**src/rtl/btn_debounce_bank.sv**
```systemverilog
// Multi-channel pin conditioner: optional inversion, synchroniser, debounce FSM and press/release pulses.
// Define BTN_DEBOUNCE_REPEAT_EN to build the auto-repeat counters; release/repeat are reserved words, hence *_pulse.
module btn_debounce_bank #(
  parameter int                  CHANNELS      = 5,
  parameter int                  SYNC_STAGES   = 2,
  parameter int                  STABLE_CYCLES = 1_000_000,
  parameter logic [CHANNELS-1:0] INVERT_MASK   = '0,
  parameter int                  REPEAT_DELAY  = 50_000_000,
  parameter int                  REPEAT_PERIOD = 10_000_000
) (
  input  logic                clk,
  input  logic                rst,
  input  logic [CHANNELS-1:0] in,
  output logic [CHANNELS-1:0] level,
  output logic [CHANNELS-1:0] press,
  output logic [CHANNELS-1:0] release_pulse,
  output logic [CHANNELS-1:0] repeat_pulse,
  output logic                any_press
);

  localparam int CW = $clog2(STABLE_CYCLES + 1);
  localparam logic [CW-1:0] CNT_LAST = CW'(STABLE_CYCLES - 1);

  typedef enum logic [1:0] {RELEASED, PEND_PRESS, HELD, PEND_RELEASE} state_t;

  if (CHANNELS < 1 || SYNC_STAGES < 2 || STABLE_CYCLES < 1 ||
      REPEAT_DELAY < 1 || REPEAT_PERIOD < 1) begin : g_cfg_check
    $error("btn_debounce_bank: illegal parameter set");
  end

  logic [SYNC_STAGES-1:0] sync_q  [CHANNELS];
  logic [SYNC_STAGES-1:0] sync_d  [CHANNELS];
  state_t                 state_q [CHANNELS];
  state_t                 state_d [CHANNELS];
  logic [CW-1:0]          cnt_q   [CHANNELS];
  logic [CW-1:0]          cnt_d   [CHANNELS];
  logic [CHANNELS-1:0]    s;
  logic [CHANNELS-1:0]    level_q, level_d;
  logic [CHANNELS-1:0]    press_q, press_d;
  logic [CHANNELS-1:0]    release_q, release_d;
  logic                   any_press_q, any_press_d;

  always_comb begin
    for (int i = 0; i < CHANNELS; i++) begin
      sync_d[i] = {sync_q[i][SYNC_STAGES-2:0], in[i] ^ INVERT_MASK[i]};
      s[i]      = sync_q[i][SYNC_STAGES-1];
    end
  end

  // A pending state counts consecutive cycles of the new value; any bounce back aborts it.
  always_comb begin
    press_d   = '0;
    release_d = '0;
    level_d   = '0;
    for (int i = 0; i < CHANNELS; i++) begin
      state_d[i] = state_q[i];
      cnt_d[i]   = cnt_q[i];
      case (state_q[i])
        RELEASED: if (s[i]) begin
          if (STABLE_CYCLES == 1) begin
            state_d[i] = HELD;
            press_d[i] = 1'b1;
          end else begin
            state_d[i] = PEND_PRESS;
            cnt_d[i]   = CW'(1);
          end
        end
        PEND_PRESS: begin
          if (!s[i]) begin
            state_d[i] = RELEASED;
            cnt_d[i]   = '0;
          end else if (cnt_q[i] == CNT_LAST) begin
            state_d[i] = HELD;
            cnt_d[i]   = '0;
            press_d[i] = 1'b1;
          end else begin
            cnt_d[i] = cnt_q[i] + CW'(1);
          end
        end
        HELD: if (!s[i]) begin
          if (STABLE_CYCLES == 1) begin
            state_d[i]   = RELEASED;
            release_d[i] = 1'b1;
          end else begin
            state_d[i] = PEND_RELEASE;
            cnt_d[i]   = CW'(1);
          end
        end
        PEND_RELEASE: begin
          if (s[i]) begin
            state_d[i] = HELD;
            cnt_d[i]   = '0;
          end else if (cnt_q[i] == CNT_LAST) begin
            state_d[i]   = RELEASED;
            cnt_d[i]     = '0;
            release_d[i] = 1'b1;
          end else begin
            cnt_d[i] = cnt_q[i] + CW'(1);
          end
        end
        default: begin
          state_d[i] = RELEASED;
          cnt_d[i]   = '0;
        end
      endcase
      level_d[i] = (state_d[i] == HELD) || (state_d[i] == PEND_RELEASE);
    end
    any_press_d = |press_d;
  end

  always_ff @(posedge clk or posedge rst) begin
    if (rst) begin
      for (int i = 0; i < CHANNELS; i++) begin
        sync_q[i]  <= '0;
        state_q[i] <= RELEASED;
        cnt_q[i]   <= '0;
      end
      level_q     <= '0;
      press_q     <= '0;
      release_q   <= '0;
      any_press_q <= 1'b0;
    end else begin
      for (int i = 0; i < CHANNELS; i++) begin
        sync_q[i]  <= sync_d[i];
        state_q[i] <= state_d[i];
        cnt_q[i]   <= cnt_d[i];
      end
      level_q     <= level_d;
      press_q     <= press_d;
      release_q   <= release_d;
      any_press_q <= any_press_d;
    end
  end

  assign level         = level_q;
  assign press         = press_q;
  assign release_pulse = release_q;
  assign any_press     = any_press_q;

`ifdef BTN_DEBOUNCE_REPEAT_EN
  localparam int RMAX = (REPEAT_DELAY > REPEAT_PERIOD) ? REPEAT_DELAY : REPEAT_PERIOD;
  localparam int RW   = $clog2(RMAX + 1);

  logic [RW-1:0]       rcnt_q [CHANNELS];
  logic [RW-1:0]       rcnt_d [CHANNELS];
  logic [CHANNELS-1:0] rfirst_q, rfirst_d;
  logic [CHANNELS-1:0] repeat_q, repeat_d;

  // Counting only while held across the edge keeps repeat off press and release edges.
  always_comb begin
    repeat_d = '0;
    for (int i = 0; i < CHANNELS; i++) begin
      rcnt_d[i]   = '0;
      rfirst_d[i] = 1'b0;
      if (level_q[i] && level_d[i]) begin
        rcnt_d[i]   = rcnt_q[i] + RW'(1);
        rfirst_d[i] = rfirst_q[i];
        if (rcnt_d[i] == (rfirst_q[i] ? RW'(REPEAT_PERIOD) : RW'(REPEAT_DELAY))) begin
          repeat_d[i] = 1'b1;
          rcnt_d[i]   = '0;
          rfirst_d[i] = 1'b1;
        end
      end
    end
  end

  always_ff @(posedge clk or posedge rst) begin
    if (rst) begin
      for (int i = 0; i < CHANNELS; i++) rcnt_q[i] <= '0;
      rfirst_q <= '0;
      repeat_q <= '0;
    end else begin
      for (int i = 0; i < CHANNELS; i++) rcnt_q[i] <= rcnt_d[i];
      rfirst_q <= rfirst_d;
      repeat_q <= repeat_d;
    end
  end

  assign repeat_pulse = repeat_q;
`else
  assign repeat_pulse = '0;
`endif

endmodule

```
**config.mk**
```make
export PLATFORM = sky130hd
export DESIGN_NAME = btn_debounce_bank
export DESIGN_NICKNAME = d
export VERILOG_FILES = /design/src/rtl/btn_debounce_bank.sv
export SDC_FILE = /design/constraint.sdc
export NUM_CORES = 1
export LEC_CHECK = 0
export ABC_CLOCK_PERIOD_IN_PS = 5800
export CAP_MARGIN = 20
export CORE_MARGIN = 10
export CORE_UTILIZATION = 42
export DETAILED_ROUTE_END_ITERATION = 8
export PLACE_DENSITY = 0.65
export SLEW_MARGIN = 20
export SYNTH_ARGS = -nofsm -noshare
export SYNTH_HDL_FRONTEND = slang
export SYNTH_SLANG_ARGS = --single-unit
```
**constraint.sdc**
```tcl
create_clock -name clk -period 5.8 [get_ports clk]
set_input_delay 1.16 -clock clk [delete_from_list [all_inputs] [get_ports clk]]
set_output_delay 1.16 -clock clk [all_outputs]
set_load 0.005 [all_outputs]
```
# Word-level counts from Yosys, hierarchy flattened
# Index checks and enable logic that the tools add are counted.
[word_totals]
register_bits = 136
input_bits = 7
out_inout_bits = 21
[op_classes]
n_addsub = 5
eq_ne = 40
mux = 90
reduce_logical = 16
[op_table]
columns = ["cell", "n"]
rows = [
  ["20-bit two-way mux", 25],
  ["20-bit one-hot mux with 4 select lines", 5],
  ["20-bit by 1-bit adder with 20-bit output (second input constant)", 5],
  ["20-bit equality test (second input constant)", 5],
  ["2-bit two-way mux", 30],
  ["2-bit equality test (second input constant)", 20],
  ["2-bit one-hot mux with 4 select lines", 5],
  ["1-bit two-way mux", 25],
  ["2-bit inequality test (second input constant)", 10],
  ["2-bit by 1-bit equality test with 1-bit output (second input constant)", 5],
  ["2-bit zero test", 5],
  ["2-bit AND reduction", 5],
  ["1-bit logical OR", 5],
  ["5-bit OR reduction", 1],
]

# Logic depth before layout (Yosys ltp)
# Gate-level depths: netlist of run 1.
[depth]
depth_word = 6
ltp_mapped = 8
ltp_nobuf = 6

# Least setup slack after synthesis of run 1
# No wires, ideal clock.
[synth_path]
kind = "register to register"
from = "register cnt_q[40] (netlist name)"
to = "register cnt_q[55] (netlist name)"
setup_ps = 136
arrival_time_ps = 1817
required_time_ps = 5664
setup_slack_ps = 3847
path_stages_with_launch = 8
period_less_slack_ps = 1953
cell_sequence = "dfrtp_1 > ha_1 > nand3_1 > or2_2 > o311a_4 > buf_2 > a41oi_1 > a31oi_1"
[synth_via]
elab_chain_cells = 4
elab_cells_between_ends = 6
cone_classes = "1 x add/sub; 1 x eq/ne; 4 x mux"
[synth_lines]
columns = ["element", "line_no", "source"]
rows = [
  ["from (decl)", "35", "logic [CW-1:0] cnt_q [CHANNELS];"],
  ["from (signal, indexed assignment)", "126", "cnt_q[i] <= cnt_d[i];"],
  ["20-bit by 1-bit adder with 20-bit output / 20-bit equality test (equally long branches)", "n/a", ""],
  ["20-bit two-way mux (*)", "72, 93", ""],
  ["20-bit two-way mux, on equally long branches", "90, 69", ""],
  ["20-bit one-hot mux with 4 select lines (*)", "58", "case (state_q[i])"],
]
# Every way passes the cells marked *; elsewhere a longest branch is shown, timed or not.
# A chain may end at the register's enable or synchronous reset.

==> results of run 1 <==
stage by stage:
stage	instances	total power, mW
after floorplan	713	1.111
after global placement	923	1.134
after detailed placement	923	1.143
after CTS	955	2.299
after global routing	955	2.367
final	955	2.280
sequential cells by signal (all words and copies together) (netlist names):
signal	cells
cnt_q	100
state_q	10
press	5
release_pulse	5
s	5
sync_d	5
level	4
any_press	1
kinds of logic (layout without fill, tap and decap cells):
kind of cell,Yosys count,count (layout)
muxes,20,20
DFF,135,135
AOI/OAI and AO/OA,181,181
xor gates and xnor gates,21,21
buffers and inverters,52,78
other,1,5
and+or+nand+nor,294,294
adders and majority gates,5,5
metal layers:
layer	vias up	track usage, %
li1	2661	-
met1	2683	18.85
met2	120	21.91
met3	12	3.724
met4	0	4.807
met5	-	0
synthesized netlist by cell type, types with 3 or more instances:
cell / n
xor2_1: 13
nand4_1: 22
and3_1: 9
a22o_1: 17
nor2_1: 47
a31oi_1: 45
a41oi_1: 6
and2_1: 7
o21ai_0: 34
mux2i_1: 13
a21o_1: 8
nand2b_1: 8
xnor2_1: 8
dfrtp_1: 135
or3_1: 5
buf_2: 9
nor4_1: 12
o31ai_1: 3
o211ai_1: 3
nor4b_1: 3
nand3_1: 54
mux2_2: 7
nand3b_1: 5
nor3b_1: 7
and4b_1: 4
a21oi_1: 43
ha_1: 5
or2_2: 7
clkbuf_1: 13
inv_1: 21
and4_1: 5
buf_4: 6
nor3_1: 14
nand2_1: 70
path summary, 6_finish.rpt:
path                             from        end  slack (ns)  cells after the start
max                        state_q[7]   level[1]        3.30                      1
min                         sync_d[9]       s[0]        0.35                      0
max reg2reg                 cnt_q[20]  cnt_q[36]        3.31                      6
min reg2reg                 sync_d[9]       s[0]        0.35                      0
max in group asynchronous         rst   cnt_q[5]        3.42                      3
min in group asynchronous         rst  cnt_q[33]        1.30                      2
cells in the final DEF (no fill, tap or decap), drive strengths merged, types with 3 or more instances in the layout:
cell and instances:
dfrtp 135, nand2 70, nand3 55, nor2 48, a31oi 45, a21oi 45
o21ai 34, nand4 22, clkdlybuf4s50 22, inv 21, clkbuf 21, a22o 17
nor3 15, nor4 14, xor2 13, mux2i 13, and3 9, a21o 9
nand2b 8, xnor2 8, nor3b 7, or2 7, and2 7, mux2 7
a41oi 6, or3 5, and4 5, nand3b 5, ha 5, conb 5
nor4b 5, clkinv 5, and4b 4, bufinv 4, o31ai 3, o211ai 3
buf 3, or4 3
layout make-up:
class / count / area share, %
clock buffer: 21 / 5.969
clock inverter: 11 / 2.175
tap: 216 / 3.429
inverter: 21 / 1.064
sequential: 135 / 42.86
multi-input combinational: 526 / 41.42
timing repair buffer: 25 / 3.080
power by group through the flow:
stage	registers (mW)	clock network (mW)	logic, mW
final	1.01	1.15	0.120
after global routing	1.01	1.22	0.137
after CTS	1.01	1.17	0.121
after detailed placement	1.02	0	0.120
after global placement	1.02	0	0.114
after floorplan	1.01	0	0.0968
==> reports/metrics.csv, run 1 <==
stage,metric,value,unit
outcome,status,"complete, no violations",
setup_path,WP data arrival,1.34,ns
global_routing,"Remaining Overflow, GRT",0,
power,Clk pwr share,50.5,%
yosys,Compound-Gate Fraction of Synth Area,17.40,%
power,Seq pwr share,44.2,%
sta,Slew HR,32.20,%
floorplanning,die width,147.9,µm
finish,Final Core Density,49.43,%
clocking,H-tree Lvls,4,
routing,"wirelength, routed",14.97,mm
floorplanning,Placement Rows,46,
job,number of max-cap violations,0,
power,Int Power,1.765,mW
power,combinational share of power,5.2,%
setup_path,Crit path required time,4.64,ns
global_routing,initial antenna violation count,0,
place,IO buf count,22,
yosys,#FFs+latches synth,135,
clocking,CTS max path bufs,2,
yosys,Synth Warn #,0,
finish,"final std cell area, no fill",0.007881,mm²
setup_path,CP max stage delay,0.53,ns
setup_path,critical path capture point type,primary output,
routing,highest metal used,met4,
setup_path,Startpoint Class,flip-flop,
setup_path,CP cell instances,clkdlybuf4s50_1,
routing,routed length on met3,623,µm
floorplanning,Ports,28,
sta,Highest Clock Rate,399.5,MHz
setup_path,cell family with most CP delay,buffers and inverters,
clocking,CTS Buf Count,17,
finish,area delta synth->final,14.63,%
yosys,Netlist Area Pre-Place,0.006875,mm²
routing,metal2 WL,7.058,mm
clocking,CTS tree,yes,
finish,layout cell share with drive strength beyond 1,8.660,%
routing,Final ANT Viol Nets,0,
power,switching component of the power,0.5144,mW
global_routing,GRT Resource Usage Total,14.18,%
sta,RSZ-0062 raised after global routing,no,
yosys,sequential fraction of the synthesis area,49.14,%
global_routing,first-pass GRT wire length,25.70,mm
place,Placement Setup Slack,2.918,ns
power,Sw Ratio,22.56,%
floorplanning,Starting Density,43.13,%
finish,Seq. cell area,0.003378,mm²
yosys,"EDFF count, synth",0,
floorplanning,Die Area,0.02189,mm²
floorplanning,Die Ht,147.9,µm
sta,final hold vios,0,
routing,M1 WL,7.132,mm
power,Lkg Pwr,3.254,nW
floorplanning,CORE AREA,0.01594,mm²
sta,Final WS setup,3.297,ns
yosys,main flop type after synthesis,dfrtp_1,
yosys,dominant cell type by area after synthesis,dfrtp_1,
clocking,post-CTS resize count,0,
setup_path,worst setup path class,reg -> out,
sta,Max Slew Vio Count,0,
place,post-DP HPWL,9.945,mm
yosys,ys async rst share,100.0,%
clocking,CTS root buf,clkbuf_16,
routing,DR iter-0 viols,468,
sta,# setup viols final,0,
sta,final hold slack,0.3485,ns
setup_path,CP Buf/Inv Count,1,
yosys,Synth top area share,49.14,%
finish,final net count,738,
routing,Initial DRT Pass Iterations,5,
yosys,Synth area leaders,"dfrtp_1 49%, a31oi_1 4.1%, nand3_1 3.9%",
sta,worst-margin pin slew,1.017,ns
setup_path,Crit-path slowest cell,clkdlybuf4s50_1,
clocking,later-pin clock latency in the skew report,0.41,ns
yosys,syn avg cell area,9.697,µm²
place,Final GP Congestion,0.8409,
clocking,Post-CTS Setup Inserts,0,
routing,DR WL/cell,15.67,µm
power,Pwr Density,289.3,mW/mm²
yosys,largest family of logic cells by synthesized area,simple AND/OR/NAND/NOR gates,
routing,DRC,0,
sta,Fin Setup TNS,0,ns
setup_path,CP Max Fanout,5,
yosys,Netlist cell types,68,
global_routing,largest net degree at the start of global routing,97,
routing,routed via count,5476,
finish,antenna diode count,0,
hold_path,Hold WC Path Type,reg -> reg,
power,Worst IR Drop VDD,0.2240,mV
finish,fill cell count,1423,
clocking,"Reg clk slew, reported paths",0.06,ns
yosys,Adder-Cell Fraction of Synth Area,0.9099,%
yosys,Mapped Cells,709,
sta,final period utilization,43.15,%
sta,Fin Clk Skew,0.005636,ns
yosys,mux cell area share after synthesis,3.039,%
yosys,simple-gate share of the synthesized area,23.08,%
clocking,CTS Hold Bufs,0,
clocking,Clock Sink Count,135,
place,DP Area,0.007232,mm²
finish,multi-input logic area,0.003264,mm²
routing,vias per cell,5.734,
yosys,Post-Synth XOR/XNOR Area,2.675,%
sta,Final Critical Period,2.503,ns
global_routing,vias in the first global route,5138,
Power figures use the tool's default switching activity.
==> run 2: changes to the inputs <==
--- a/config.mk
+++ b/config.mk
@@ -5,7 +5,7 @@
 export SDC_FILE = /design/constraint.sdc
 export NUM_CORES = 1
 export LEC_CHECK = 0
-export ABC_CLOCK_PERIOD_IN_PS = 5800
+export ABC_CLOCK_PERIOD_IN_PS = 2400
 export CAP_MARGIN = 20
 export CORE_MARGIN = 10
 export CORE_UTILIZATION = 42
==> constraint.sdc (replaced) <==
create_clock -name clk -period 2.4 [get_ports clk]
set_input_delay 0.48 -clock clk [delete_from_list [all_inputs] [get_ports clk]]
set_output_delay 0.48 -clock clk [all_outputs]
set_load 0.005 [all_outputs]
==> run 2 against run 1 <==
Compared with the run above:
- final cell count rose by 1.8%
- critical path depth grew 4
- die area is the same
- register-to-register slack worse by 3.1 ns
- cell area grew 2.0%
- via count up 2.7%
- global-route usage hardly changed
- non-clock buffer count rose by 17
- worst hold slack improved by 0.0026 ns
- first-iteration DRC count down 32%
==> reports/metrics.csv, run 2 (same netlist as run 1, synthesis figures left out) <==
stage,metric,value,unit
setup_path,Reg2Reg Depth,5,
sta,Final Critical Period,2.196,ns
finish,"commonest non-fill, non-tap cells in the layout","135 x dfrtp_1, 70 x nand2_1, 54 x nand3_1",
job,number of max-cap violations,0,
clocking,Clock Sink Count,135,
power,Lkg Pwr,3.338,nW
finish,biggest regs,"cnt_q (100), state_q (10)",
floorplanning,Starting Density,43.13,%
clocking,CTS max path bufs,2,
finish,Post-Layout Cell Count,972,
setup_path,Startpoint Class,flip-flop,
setup_path,WP depth,5,
finish,Final Core Density,50.42,%
routing,routed via count,5626,
power,Worst IR Drop VDD,0.4941,mV
finish,layout cell share with drive strength beyond 1,10.85,%
finish,area delta synth->final,16.91,%
routing,vias per cell,5.788,
global_routing,vias in the first global route,5336,
sta,# setup viols final,0,
setup_path,critical path capture point type,flip-flop,
sta,Max Slew Vio Count,0,
place,Post-Place Cells,940,
sta,RSZ-0062 raised after global routing,no,
hold_path,hold_sp,sync_d[3],
finish,antenna diode count,0,
routing,DRC,0,
setup_path,r2r startpoint,cnt_q[46],
floorplanning,Die Ht,147.9,µm
global_routing,largest net degree at the start of global routing,63,
finish,max FFs per register,100,
global_routing,"Remaining Overflow, GRT",0,
sta,Fin Setup TNS,0,ns
place,IO buf count,22,
routing,Final ANT Viol Nets,0,
sta,Fin Clk Skew,0.01054,ns
setup_path,CP max stage delay,0.53,ns
setup_path,CP cell instances,"nor4b_1, nand3b_1, o311a_4, a21o_1, a22o_1",
sta,final period utilization,91.50,%
clocking,"Reg clk slew, reported paths",0.06,ns
floorplanning,Ports,28,
clocking,CTS Hold Bufs,0,
sta,final hold vios,0,
floorplanning,Die Area,0.02189,mm²
finish,"most common cell after layout, fill and taps aside",dfrtp_1,
setup_path,WP data arrival,2.51,ns
clocking,CTS tree,yes,
sta,Highest Clock Rate,455.4,MHz
floorplanning,die width,147.9,µm
clocking,CTS root buf,clkbuf_16,
setup_path,worst reg-to-reg setup slack,0.20,ns
hold_path,WHS Path Cells,0,
setup_path,CP Buf/Inv Count,0,
floorplanning,Placement Rows,46,
routing,DR WL/cell,15.70,µm
clocking,later-pin clock latency in the skew report,0.42,ns
setup_path,cell family with most CP delay,compound AO/OA/AOI/OAI gates,
setup_path,Crit path required time,2.71,ns
outcome,status,"complete, no violations",
finish,fill cell count,1444,
place,post-DP HPWL,10.48,mm
routing,Initial DRT Pass Iterations,4,
hold_path,worst hold path endpoint,s[3],
setup_path,Crit-path slowest cell,o311a_4,
clocking,H-tree Lvls,4,
routing,DR iter-0 viols,320,
clocking,CTS Buf Count,17,
sta,worst-margin pin slew,0.8216,ns
finish,Biggest register,cnt_q,
setup_path,Worst R2R End,cnt_q[44],
place,Final GP Congestion,0.8453,
power,Pwr Density,680.9,mW/mm²
global_routing,initial antenna violation count,0,
global_routing,first-pass GRT wire length,25.61,mm
sta,Slew HR,45.03,%
setup_path,CP Max Fanout,23,
setup_path,worst setup path class,reg -> reg,
finish,final net count,755,
routing,"wirelength, routed",15.27,mm
global_routing,GRT Resource Usage Total,14.14,%
floorplanning,CORE AREA,0.01594,mm²
hold_path,Hold WC Path Type,reg -> reg,
==> run 2: cell count changes in the layout (fill, tap and decap cells not counted), sizes merged <==
| cell | previous run | this run |
|---|---|---|
| buf | 3 | 20 |
| clkinvlp | 2 | 4 |
| bufinv | 4 | 3 |
| clkbuf | 21 | 22 |
| clkinv | 5 | 4 |
| inv | 21 | 20 |
==> run 2: per-layer routing <==
layer	track usage (%)	share of wire, %
met5	0	0
met3	4.304	4.8
met2	22.84	49
met4	4.609	1.0
met1	17.68	45
==> run 2: what timing repair did <==
action / 4_1_cts / 5_1_grt
resized for setup: 0 / 1
setup endpoints to repair: 0 / 1
buffers inserted: 0 / 0
==> run 2: worst reg2reg max path, stage by stage, from the launching register on <==
cell and delay (ns):
dfrtp_1 0.44, nor4b_1 0.41, nand3b_1 0.27, o311a_4 0.53, a21o_1 0.21, a22o_1 0.22
==> run 2: how the worst max path moves through the flow <==
stage	startpoint	to	slack, ns
final	cnt_q[46]	cnt_q[44]	0.20
after global routing	cnt_q[61]	cnt_q[74]	0.09
after CTS	cnt_q[0]	cnt_q[10]	0.06
after global placement	cnt_q[0]	cnt_q[15]	0.25
after detailed placement	cnt_q[0]	cnt_q[10]	0.07
after floorplan	rst	any_press	0.24
==> run 2: final cells by class <==
class | instances | area, µm² | area share (%)
clock buffer | 22 | 484.2 | 6.024
multi-input combinational | 526 | 3271 | 40.69
tap | 216 | 270.3 | 3.362
timing repair buffer | 42 | 407.9 | 5.075
inverter | 21 | 82.58 | 1.027
clock inverter | 10 | 143.9 | 1.790
sequential | 135 | 3378 | 42.03
==> run 2: stage by stage <==
stage                     hold WS, ns  instance area (µm²)  power (mW)  setup slack [ns]
after floorplan                0.3312                 6894       2.685            0.2408
after global placement         0.3375                 7396       2.765            0.2452
after detailed placement       0.3378                 7396       2.784           0.07117
after CTS                      0.3538                 8024       5.517           0.06336
after global routing           0.3564                 8038       5.679           0.09124
final                          0.3511                 8038       5.473            0.2040
==> run 2: power by group <==
group | switching [mW] | internal (mW)
clock network | 0.982 | 1.75
logic | 0.194 | 0.117
registers | 0.0889 | 2.34
